$ cat src/rtl/wd1793_sector_loader.sv
// Sector loader behind the WD1793 core: copies a sector or ID field from a
// read-only linear disk image into the shared sector buffer.
module wd1793_sector_loader #(
  parameter int SECTOR_SIZE       = 1024,
  parameter int SECTORS_PER_TRACK = 5,
  parameter int TRACKS            = 80,
  parameter int ADDR_W            = 20
) (
  input  logic              clk,
  input  logic              reset_n,
  input  logic              clken,
  input  logic [7:0]        iCPU_REQUEST,
  input  logic [7:0]        iTRACK,
  input  logic [7:0]        iSECTOR,
  input  logic              img_ready,
  output logic [7:0]        oCPU_STATUS,
  output logic [ADDR_W-1:0] mem_addr,
  output logic              mem_rd,
  input  logic              mem_ack,
  input  logic [7:0]        mem_idata,
  output logic [9:0]        buff_addr,
  output logic              buff_wr,
  output logic [7:0]        buff_odata
);

  localparam int CW = $clog2(SECTOR_SIZE);

  localparam logic [2:0] S_IDLE    = 3'd0;
  localparam logic [2:0] S_CALC    = 3'd1;
  localparam logic [2:0] S_FETCH   = 3'd2;
  localparam logic [2:0] S_WAITMEM = 3'd3;
  localparam logic [2:0] S_STORE   = 3'd4;
  localparam logic [2:0] S_IDFILL  = 3'd5;
  localparam logic [2:0] S_DONE    = 3'd6;

  localparam logic [3:0] OP_READ  = 4'h1;
  localparam logic [3:0] OP_RADDR = 4'h3;
  localparam logic [3:0] OP_NOP   = 4'h4;
  localparam logic [3:0] OP_ACK   = 4'h8;

  logic [2:0]        state_q, state_d;
  logic              side_q, side_d;
  logic [7:0]        trk_q, trk_d;
  logic [7:0]        sec_q, sec_d;
  logic [CW-1:0]     cnt_q, cnt_d;
  logic [2:0]        idx_q, idx_d;
  logic [1:0]        st_q, st_d;
  logic [ADDR_W-1:0] addr_q, addr_d;
  logic              rd_q, rd_d;
  logic              wr_q, wr_d;
  logic [9:0]        baddr_q, baddr_d;
  logic [7:0]        bdata_q, bdata_d;

  logic [3:0]  op_w;
  logic        abort_w;
  logic        bad_w;
  logic [31:0] lsec_w;
  logic [7:0]  idb_w;

  assign op_w = iCPU_REQUEST[7:4];

  // ACK outside IDLE/DONE is the core's force interrupt
  assign abort_w = (op_w == OP_ACK)
                && (state_q != S_IDLE)
                && (state_q != S_DONE);

  assign bad_w = !img_ready
              || (32'(trk_q) >= 32'(TRACKS))
              || (sec_q == 8'd0)
              || (32'(sec_q) > 32'(SECTORS_PER_TRACK));

  assign lsec_w = (32'(trk_q) * 32'd2 + 32'(side_q))
                * 32'(SECTORS_PER_TRACK)
                + 32'(sec_q) - 32'd1;

  always_comb begin
    case (idx_q)
      3'd0:    idb_w = trk_q;
      3'd1:    idb_w = {7'd0, side_q};
      3'd2:    idb_w = sec_q;
      3'd3:    idb_w = 8'd3;
      default: idb_w = 8'd0;
    endcase
  end

  always_comb begin
    state_d = state_q;
    side_d  = side_q;
    trk_d   = trk_q;
    sec_d   = sec_q;
    cnt_d   = cnt_q;
    idx_d   = idx_q;
    st_d    = st_q;
    addr_d  = addr_q;
    rd_d    = 1'b0;
    wr_d    = 1'b0;
    baddr_d = baddr_q;
    bdata_d = bdata_q;
    if (abort_w) begin
      state_d = S_IDLE;
      st_d    = 2'b00;
    end else begin
      case (state_q)
        S_IDLE: begin
          if (op_w != OP_ACK && op_w != 4'h0) begin
            side_d = iCPU_REQUEST[0];
            trk_d  = iTRACK;
            sec_d  = iSECTOR;
            unique case (1'b1)
              (op_w == OP_READ): state_d = S_CALC;
              (op_w == OP_RADDR): begin
                state_d = S_IDFILL;
                idx_d   = 3'd0;
              end
              (op_w == OP_NOP): begin
                state_d = S_DONE;
                st_d    = 2'b11;
              end
              default: begin
                state_d = S_DONE;
                st_d    = 2'b01;
              end
            endcase
          end
        end
        S_CALC: begin
          if (bad_w) begin
            state_d = S_DONE;
            st_d    = 2'b01;
          end else begin
            addr_d  = ADDR_W'(lsec_w * 32'(SECTOR_SIZE));
            cnt_d   = '0;
            state_d = S_FETCH;
          end
        end
        S_FETCH: begin
          rd_d    = 1'b1;
          state_d = S_WAITMEM;
        end
        S_WAITMEM: begin
          if (mem_ack) begin
            bdata_d = mem_idata;
            baddr_d = 10'(cnt_q);
            wr_d    = 1'b1;
            state_d = S_STORE;
          end
        end
        S_STORE: begin
          if (cnt_q == CW'(SECTOR_SIZE - 1)) begin
            state_d = S_DONE;
            st_d    = 2'b11;
          end else begin
            cnt_d   = cnt_q + 1'b1;
            addr_d  = addr_q + 1'b1;
            state_d = S_FETCH;
          end
        end
        S_IDFILL: begin
          // idx 6 is a spare cycle so the last strobe drops before done
          if (idx_q == 3'd6) begin
            state_d = S_DONE;
            st_d    = 2'b11;
          end else begin
            wr_d    = 1'b1;
            baddr_d = 10'(idx_q);
            bdata_d = idb_w;
            idx_d   = idx_q + 3'd1;
          end
        end
        S_DONE: begin
          if (iCPU_REQUEST == 8'h80) begin
            state_d = S_IDLE;
            st_d    = 2'b00;
          end
        end
        default: state_d = S_IDLE;
      endcase
    end
  end

  always_ff @(posedge clk or negedge reset_n) begin
    if (!reset_n) begin
      state_q <= S_IDLE;
      side_q  <= 1'b0;
      trk_q   <= '0;
      sec_q   <= '0;
      cnt_q   <= '0;
      idx_q   <= '0;
      st_q    <= '0;
      addr_q  <= '0;
      rd_q    <= 1'b0;
      wr_q    <= 1'b0;
      baddr_q <= '0;
      bdata_q <= '0;
    end else if (clken) begin
      state_q <= state_d;
      side_q  <= side_d;
      trk_q   <= trk_d;
      sec_q   <= sec_d;
      cnt_q   <= cnt_d;
      idx_q   <= idx_d;
      st_q    <= st_d;
      addr_q  <= addr_d;
      rd_q    <= rd_d;
      wr_q    <= wr_d;
      baddr_q <= baddr_d;
      bdata_q <= bdata_d;
    end
  end

  assign oCPU_STATUS = {6'd0, st_q};
  assign mem_addr    = addr_q;
  assign mem_rd      = rd_q;
  assign buff_addr   = baddr_q;
  assign buff_wr     = wr_q;
  assign buff_odata  = bdata_q;

endmodule

$ cat config.mk
export PLATFORM = sky130hd
export DESIGN_NAME = wd1793_sector_loader
export DESIGN_NICKNAME = d
export VERILOG_FILES = /design/src/rtl/wd1793_sector_loader.sv
export SDC_FILE = /design/constraint.sdc
export NUM_CORES = 1
export LEC_CHECK = 0
export ABC_AREA = 1
export CORE_ASPECT_RATIO = 0.75
export CORE_MARGIN = 10
export CORE_UTILIZATION = 49
export CTS_CLUSTER_SIZE = 20
export DETAILED_ROUTE_END_ITERATION = 16
export HOLD_SLACK_MARGIN = 0.06
export PLACE_DENSITY = 0.88
export SETUP_SLACK_MARGIN = 0.4
export SYNTH_ARGS = -nofsm -noshare
export SYNTH_HDL_FRONTEND = slang
export SYNTH_SLANG_ARGS = --single-unit
export TNS_END_PERCENT = 30
$ cat constraint.sdc
create_clock -name clk -period 2.8 [get_ports clk]
set_clock_uncertainty 0.2 [all_clocks]
set_input_delay 0.56 -clock clk [delete_from_list [all_inputs] [get_ports clk]]
set_output_delay 0.56 -clock clk [all_outputs]
set_load 0.03 [all_outputs]
==> results.toml, run 1 <==
[setup_path]
crit_slowest_cell = "fa_1"
r2r_start = "trk_q[1]"
rrSetupSlack_ps = -200
worstSetupPathType = "reg -> reg"
crit_arrival_ps = 3040
cp-start-kind = "flip-flop"
crit_buf_inv = 4
end_kind = "flip-flop"
crit_path_start = "trk_q[1]"
crit_family = "adder cells"
critPathMaxStageDelay_ps = 570
required_ps = 2840
cp_max_fo = 5
path_cells = "inv_2 -> fa_1 -> inv_2 -> fa_1 -> inv_2 -> ha_4 -> nand2_2 -> inv_2 -> nand4_1 -> nand3_1 -> nand2_1 -> nand3_2 -> nand2_1 -> nand2_1 -> nand2_1"

[sta]
hold_violations = 0
fin_tns_setup_ps = -723
setup_viol = 6
max_freq_mhz = 333
drv_slew = 0
min_period_over_period_pct = 107
finalWorstPathRequiredPeriod_ps = 3000
tightestPinTransition_ps = 670
slew-limit-headroom_pct = 55.0
hold_slack_ps = 280
layout_setup_ws_ps = -202
rsz0062_at_grt = "true"

[place]
io_buffers = 78
hpwl_mm = 10.3
post-place-ws_ps = -34.3
gp_congestion = 0.895

[floorplanning]
ios = 85
fp.dieH_microns = 109
fp-row-count = 32
die_w_microns = 139
core_region_area_sq_mm = 0.0103
die_area_sq_mm = 0.0152
initial_utilization_pct = 50.5

[cells_and_area]
drive_gt1_share_pct = 11.2
final_common_cell = "nand2_1"
layout_common_cells = "nand2_1 (218), inv_1 (79), clkdlybuf4s50_1 (77)"
final_core_util_pct = 64.9
area_growth_pct = 28.6
fillerInstances = 803
layout.nets = 880
insertedDiodeCount = 0

[grt]
grt_max_degree = 45
grt_pass1_wl_mm = 23.5
grt_pass1_vias = 4917
grt_remaining_overflow = 0
grt.total_usage_pct = 18.6
antenna_found_initial = 0

[clock_tree]
clk_latency_ps = 340
clockBufferDepth = 2
cts.sinks = 75
cts.clk_slew.worst_paths_ps = 60
h-tree-depth = 3
numCtsBuffers = 9
cts_root_buffer = "clkbuf_16"
cts_tree = "yes"

[synthesis]
synth-edff-count = 0
ys_seq_area_share_pct = 36.0
avgSynthCellArea_sq_um = 7.30
syn_area_sq_mm = 0.00522
synth_top_family_by_area = "simple AND/OR/NAND/NOR gates"
yosys.area_share.simple_pct = 30.6
synthAdderAreaFrac_pct = 10.7
yosysUniqueCellTypes = 39
synth_mux_area_share_pct = 1.37
synth_seq_cells = 75
syn_inst = 714
synth-xor-area-share_pct = 3.02
synth_flop_cell = "dfrtp_1"
ys_warn_count = 0
async_flop_share_pct = 100
synth_compound_area_share_pct = 8.01

[drt]
viasPerCell = 5.28
drt_iter0_markers = 605
finalWirelength_mm = 14.5
drcViolationCount = 0
wl_per_cell_microns = 15.3
vias = 4998
drtAntennaViolNets = 0
first_pass_iters = 7

[status]
status = "finished, violations left"
violations = "setup timing"

[job]
cap_violations = 0

[hold_path]
hp-class = "reg -> reg"
hp-start = "buff_addr[4]"
## cells in the mapped netlist, types with 5 or more instances
cell      instances  area (sq um)
nand2_1         225           845
nor3_1            7          35.0
buf_4             7          52.6
fa_1             14           280
o21ai_1          16          80.1
inv_2             5          18.8
nor2_1           67           251
nand3_1          56           280
a21oi_1          23           115
buf_6             6          67.6
xor2_1           17           149
o22ai_1           7          43.8
clkbuf_1          6          22.5
mux2i_1           6          60.1
nand3b_1          5          37.5
ha_1             22           275
dfrtp_1          75          1880
o21ai_0          25           125
nand4_1           8          50.1
inv_1            92           345
## registers in the layout, summed over array words and instances, names as in the netlist, 2 cells and up
register and count:
sec_q 8, mem_addr 20, st_q 2, idx_q 3, state_q 3, trk_q 8, buff_addr 10, cnt_q 10
buff_odata 8
## cell type report
class,instances,area (sq um),area share [%]
inverter,99,384,5.73
clock buffer,11,253,3.77
sequential,75,1880,28.0
clock inverter,4,97.6,1.46
multi-input combinational,522,2950,44.0
tap,136,170,2.54
timing repair buffer,100,971,14.5
## tightest hold or removal path, delay by kind of cell, from the launching register on
| kind | cells | cell delay [ps] |
|---|---|---|
| AND/OR/NAND/NOR | 2 | 110 |
| flip-flops | 1 | 340 |
## worst paths after layout
path / to / depth (start not counted)
setup / recovery: mem_addr[16] / 15
hold / removal: buff_addr[4] / 2
setup reg to reg: mem_addr[16] / 15
hold reg to reg: buff_addr[4] / 2
max in group asynchronous: trk_q[4] / 3
min in group asynchronous: buff_addr[8] / 2
## stage by stage
step,std cells,cell area (sq um)
global route,947,6710
CTS,944,6640
floorplan,719,5320
global placement,921,6210
detailed placement,921,6210
finish,947,6710
## kinds of logic after synthesis
| group | Yosys count |
|---|---|
| AO/OA/AOI/OAI | 78 |
| buffers and inverters | 122 |
| AND/OR/NAND/NOR | 377 |
| adder cells (fa/ha/maj) | 36 |
| other | 1 |
| flip-flops | 75 |
| XOR/XNOR | 18 |
| multiplexers | 7 |
## routing by layer
layer | share of wire (%) | vias up | global-route usage (%) | wire length [microns]
met5 | 0 | - | 0 | 0
met4 | 2.2 | 0 | 7.28 | 320
met3 | 7.2 | 35 | 4.48 | 1050
met1 | 43 | 2315 | 23.4 | 6280
met2 | 47 | 223 | 30.5 | 6870
li1 | - | 2425 | - | -
## what timing repair did
action | 4_1_cts | 5_1_grt
gates resized for setup | 8 | 14
hold buffers | 1 | 0
endpoints found under the setup margin | 8 | 32
pin swaps | 15 | 12
buffers inserted | 7 | 3
endpoints found under the hold margin | 31 | 0
Power of run 1 is left out: the tool's default activity adds up to more than one toggle a clock period on the data nets, which glitch-free logic cannot reach.
==> run 2: changes to the inputs <==
==> constraint.sdc (replaced) <==
create_clock -name clk -period 2.8 [get_ports clk]
set_clock_uncertainty 0.2 [all_clocks]
set_input_delay 0.56 -clock clk [delete_from_list [all_inputs] [get_ports clk]]
set_output_delay 0.56 -clock clk [all_outputs]
set_load 0.1 [all_outputs]
==> results.toml, run 2 (synthesis results as in run 1) <==
[floorplanning]
die_w_microns = 139
die_area_sq_mm = 0.0152
ios = 85
fp-row-count = 32
initial_utilization_pct = 50.5
core_region_area_sq_mm = 0.0103
fp.dieH_microns = 109

[setup_path]
reg2reg_to = "mem_addr[18]"
required_ps = 2830
cp_max_fo = 5
cp-start-kind = "flip-flop"
reg2reg_depth = 14
end_kind = "flip-flop"
crit_arrival_ps = 2820
r2r_start = "trk_q[2]"
rrSetupSlack_ps = 8
worstSetupPathType = "reg -> reg"
critical_path.endpoint = "mem_addr[18]"
crit_path_start = "trk_q[2]"

[sta]
hold_slack_ps = 289
rsz0062_at_grt = "true"
drv_slew = 0
setup_viol = 0
slew-limit-headroom_pct = 53.0
finalWorstPathRequiredPeriod_ps = 2790
tightestPinTransition_ps = 700
max_freq_mhz = 358
min_period_over_period_pct = 99.7
hold_violations = 0

[grt]
grt_max_degree = 41
grt_pass1_vias = 4617
grt_remaining_overflow = 0
antenna_found_initial = 0
grt.total_usage_pct = 17.5
grt_pass1_wl_mm = 22.4

[cells_and_area]
drive_gt1_share_pct = 15.2
largest_reg_flops = 20
layout_common_cells = "nand2_1 (221), inv_1 (81), dfrtp_1 (72)"
final_common_cell = "nand2_1"
layout.nets = 876
final_area_sq_mm = 0.00653
finalNonFillerCells = 944
area_growth_pct = 25.2
fillerInstances = 833
insertedDiodeCount = 0

[clock_tree]
clockBufferDepth = 2
cts_root_buffer = "clkbuf_16"
cts.sinks = 75
cts.clk_slew.worst_paths_ps = 60
cts_tree = "yes"
h-tree-depth = 3
clk_latency_ps = 340
numCtsBuffers = 9

[drt]
wl_per_cell_microns = 14.3
drt_iter0_markers = 441
viasPerCell = 5.19
drtAntennaViolNets = 0
finalWirelength_mm = 13.5
drcViolationCount = 0
first_pass_iters = 5
vias = 4898

[place]
placed_cells = 921
placed_area_sq_mm = 0.00610
io_buffers = 78
gp_congestion = 0.901
hpwl_mm = 10.1

[status]
status = "complete, no violations"

[hold_path]
hp-class = "reg -> reg"
hp-start = "buff_addr[4]"

[job]
cap_violations = 0
run 2: cell types whose count changed in the layout (fill, tap and decap cells not counted), sizes merged:
cell and delta:
clkdlybuf4s50 -42, buf +38, clkinv +3, clkbuf -2
run 2: layout make-up:
| cell class | instances | area [sq um] | area share [%] |
|---|---|---|---|
| Timing Repair Buffer | 96 | 827 | 12.7 |
| Clock inverter | 7 | 116 | 1.78 |
| Sequential cell | 75 | 1880 | 28.8 |
| Inverter | 99 | 382 | 5.85 |
| Clock buffer | 9 | 225 | 3.45 |
| Multi-Input combinational cell | 522 | 2930 | 44.8 |
| Tap cell | 136 | 170 | 2.61 |
run 2: worst min path at each step:
stage | to | slack (ps) | depth (start not counted)
after detailed placement | st_q[0] | 260 | 2
final | buff_addr[4] | 290 | 2
after floorplan | buff_addr[0] | 60 | 0
after global placement | buff_addr[3] | 270 | 2
after CTS | buff_addr[4] | 290 | 2
after global routing | buff_addr[4] | 310 | 2
run 2: metal layers:
metal	wire length [microns]	GRT usage, %
met5	0	0
met4	183	4.68
met3	824	4.27
met2	6330	28.5
met1	6200	23.2
run 2: critical path: stages, from the launching register on:
cell and delay, ps:
dfrtp_1 390, inv_2 90, fa_1 500, fa_1 510, inv_2 50, ha_4 300, nand3_2 80, nand3_2 110
nand3_1 100, nand2_1 70, nand2_1 40, nand3_1 70, nand2_1 60, nand2_1 70, nand2_1 60
run 2: stage by stage:
stage          setup TNS, ps  utilization (%)  setup slack, ps
2_1_floorplan              0                -              147
3_3_place_gp               0             59.0             45.0
3_5_place_dp           -35.5             59.0            -24.2
4_1_cts                    0             62.6             25.9
5_1_grt                 -495             63.2             -136
6_report                   0             63.2             7.88
run 2: repair_timing:
action / 4_1_cts / 5_1_grt
gates cloned: 0 / 0
gates resized for setup: 1 / 16
buffers inserted: 3 / 3
pin swaps: 4 / 12
endpoints found under the setup margin: 8 / 19
endpoints found under the hold margin: 39 / 0
hold buffers: 1 / 0
Power of run 2 is left out for the same reason.
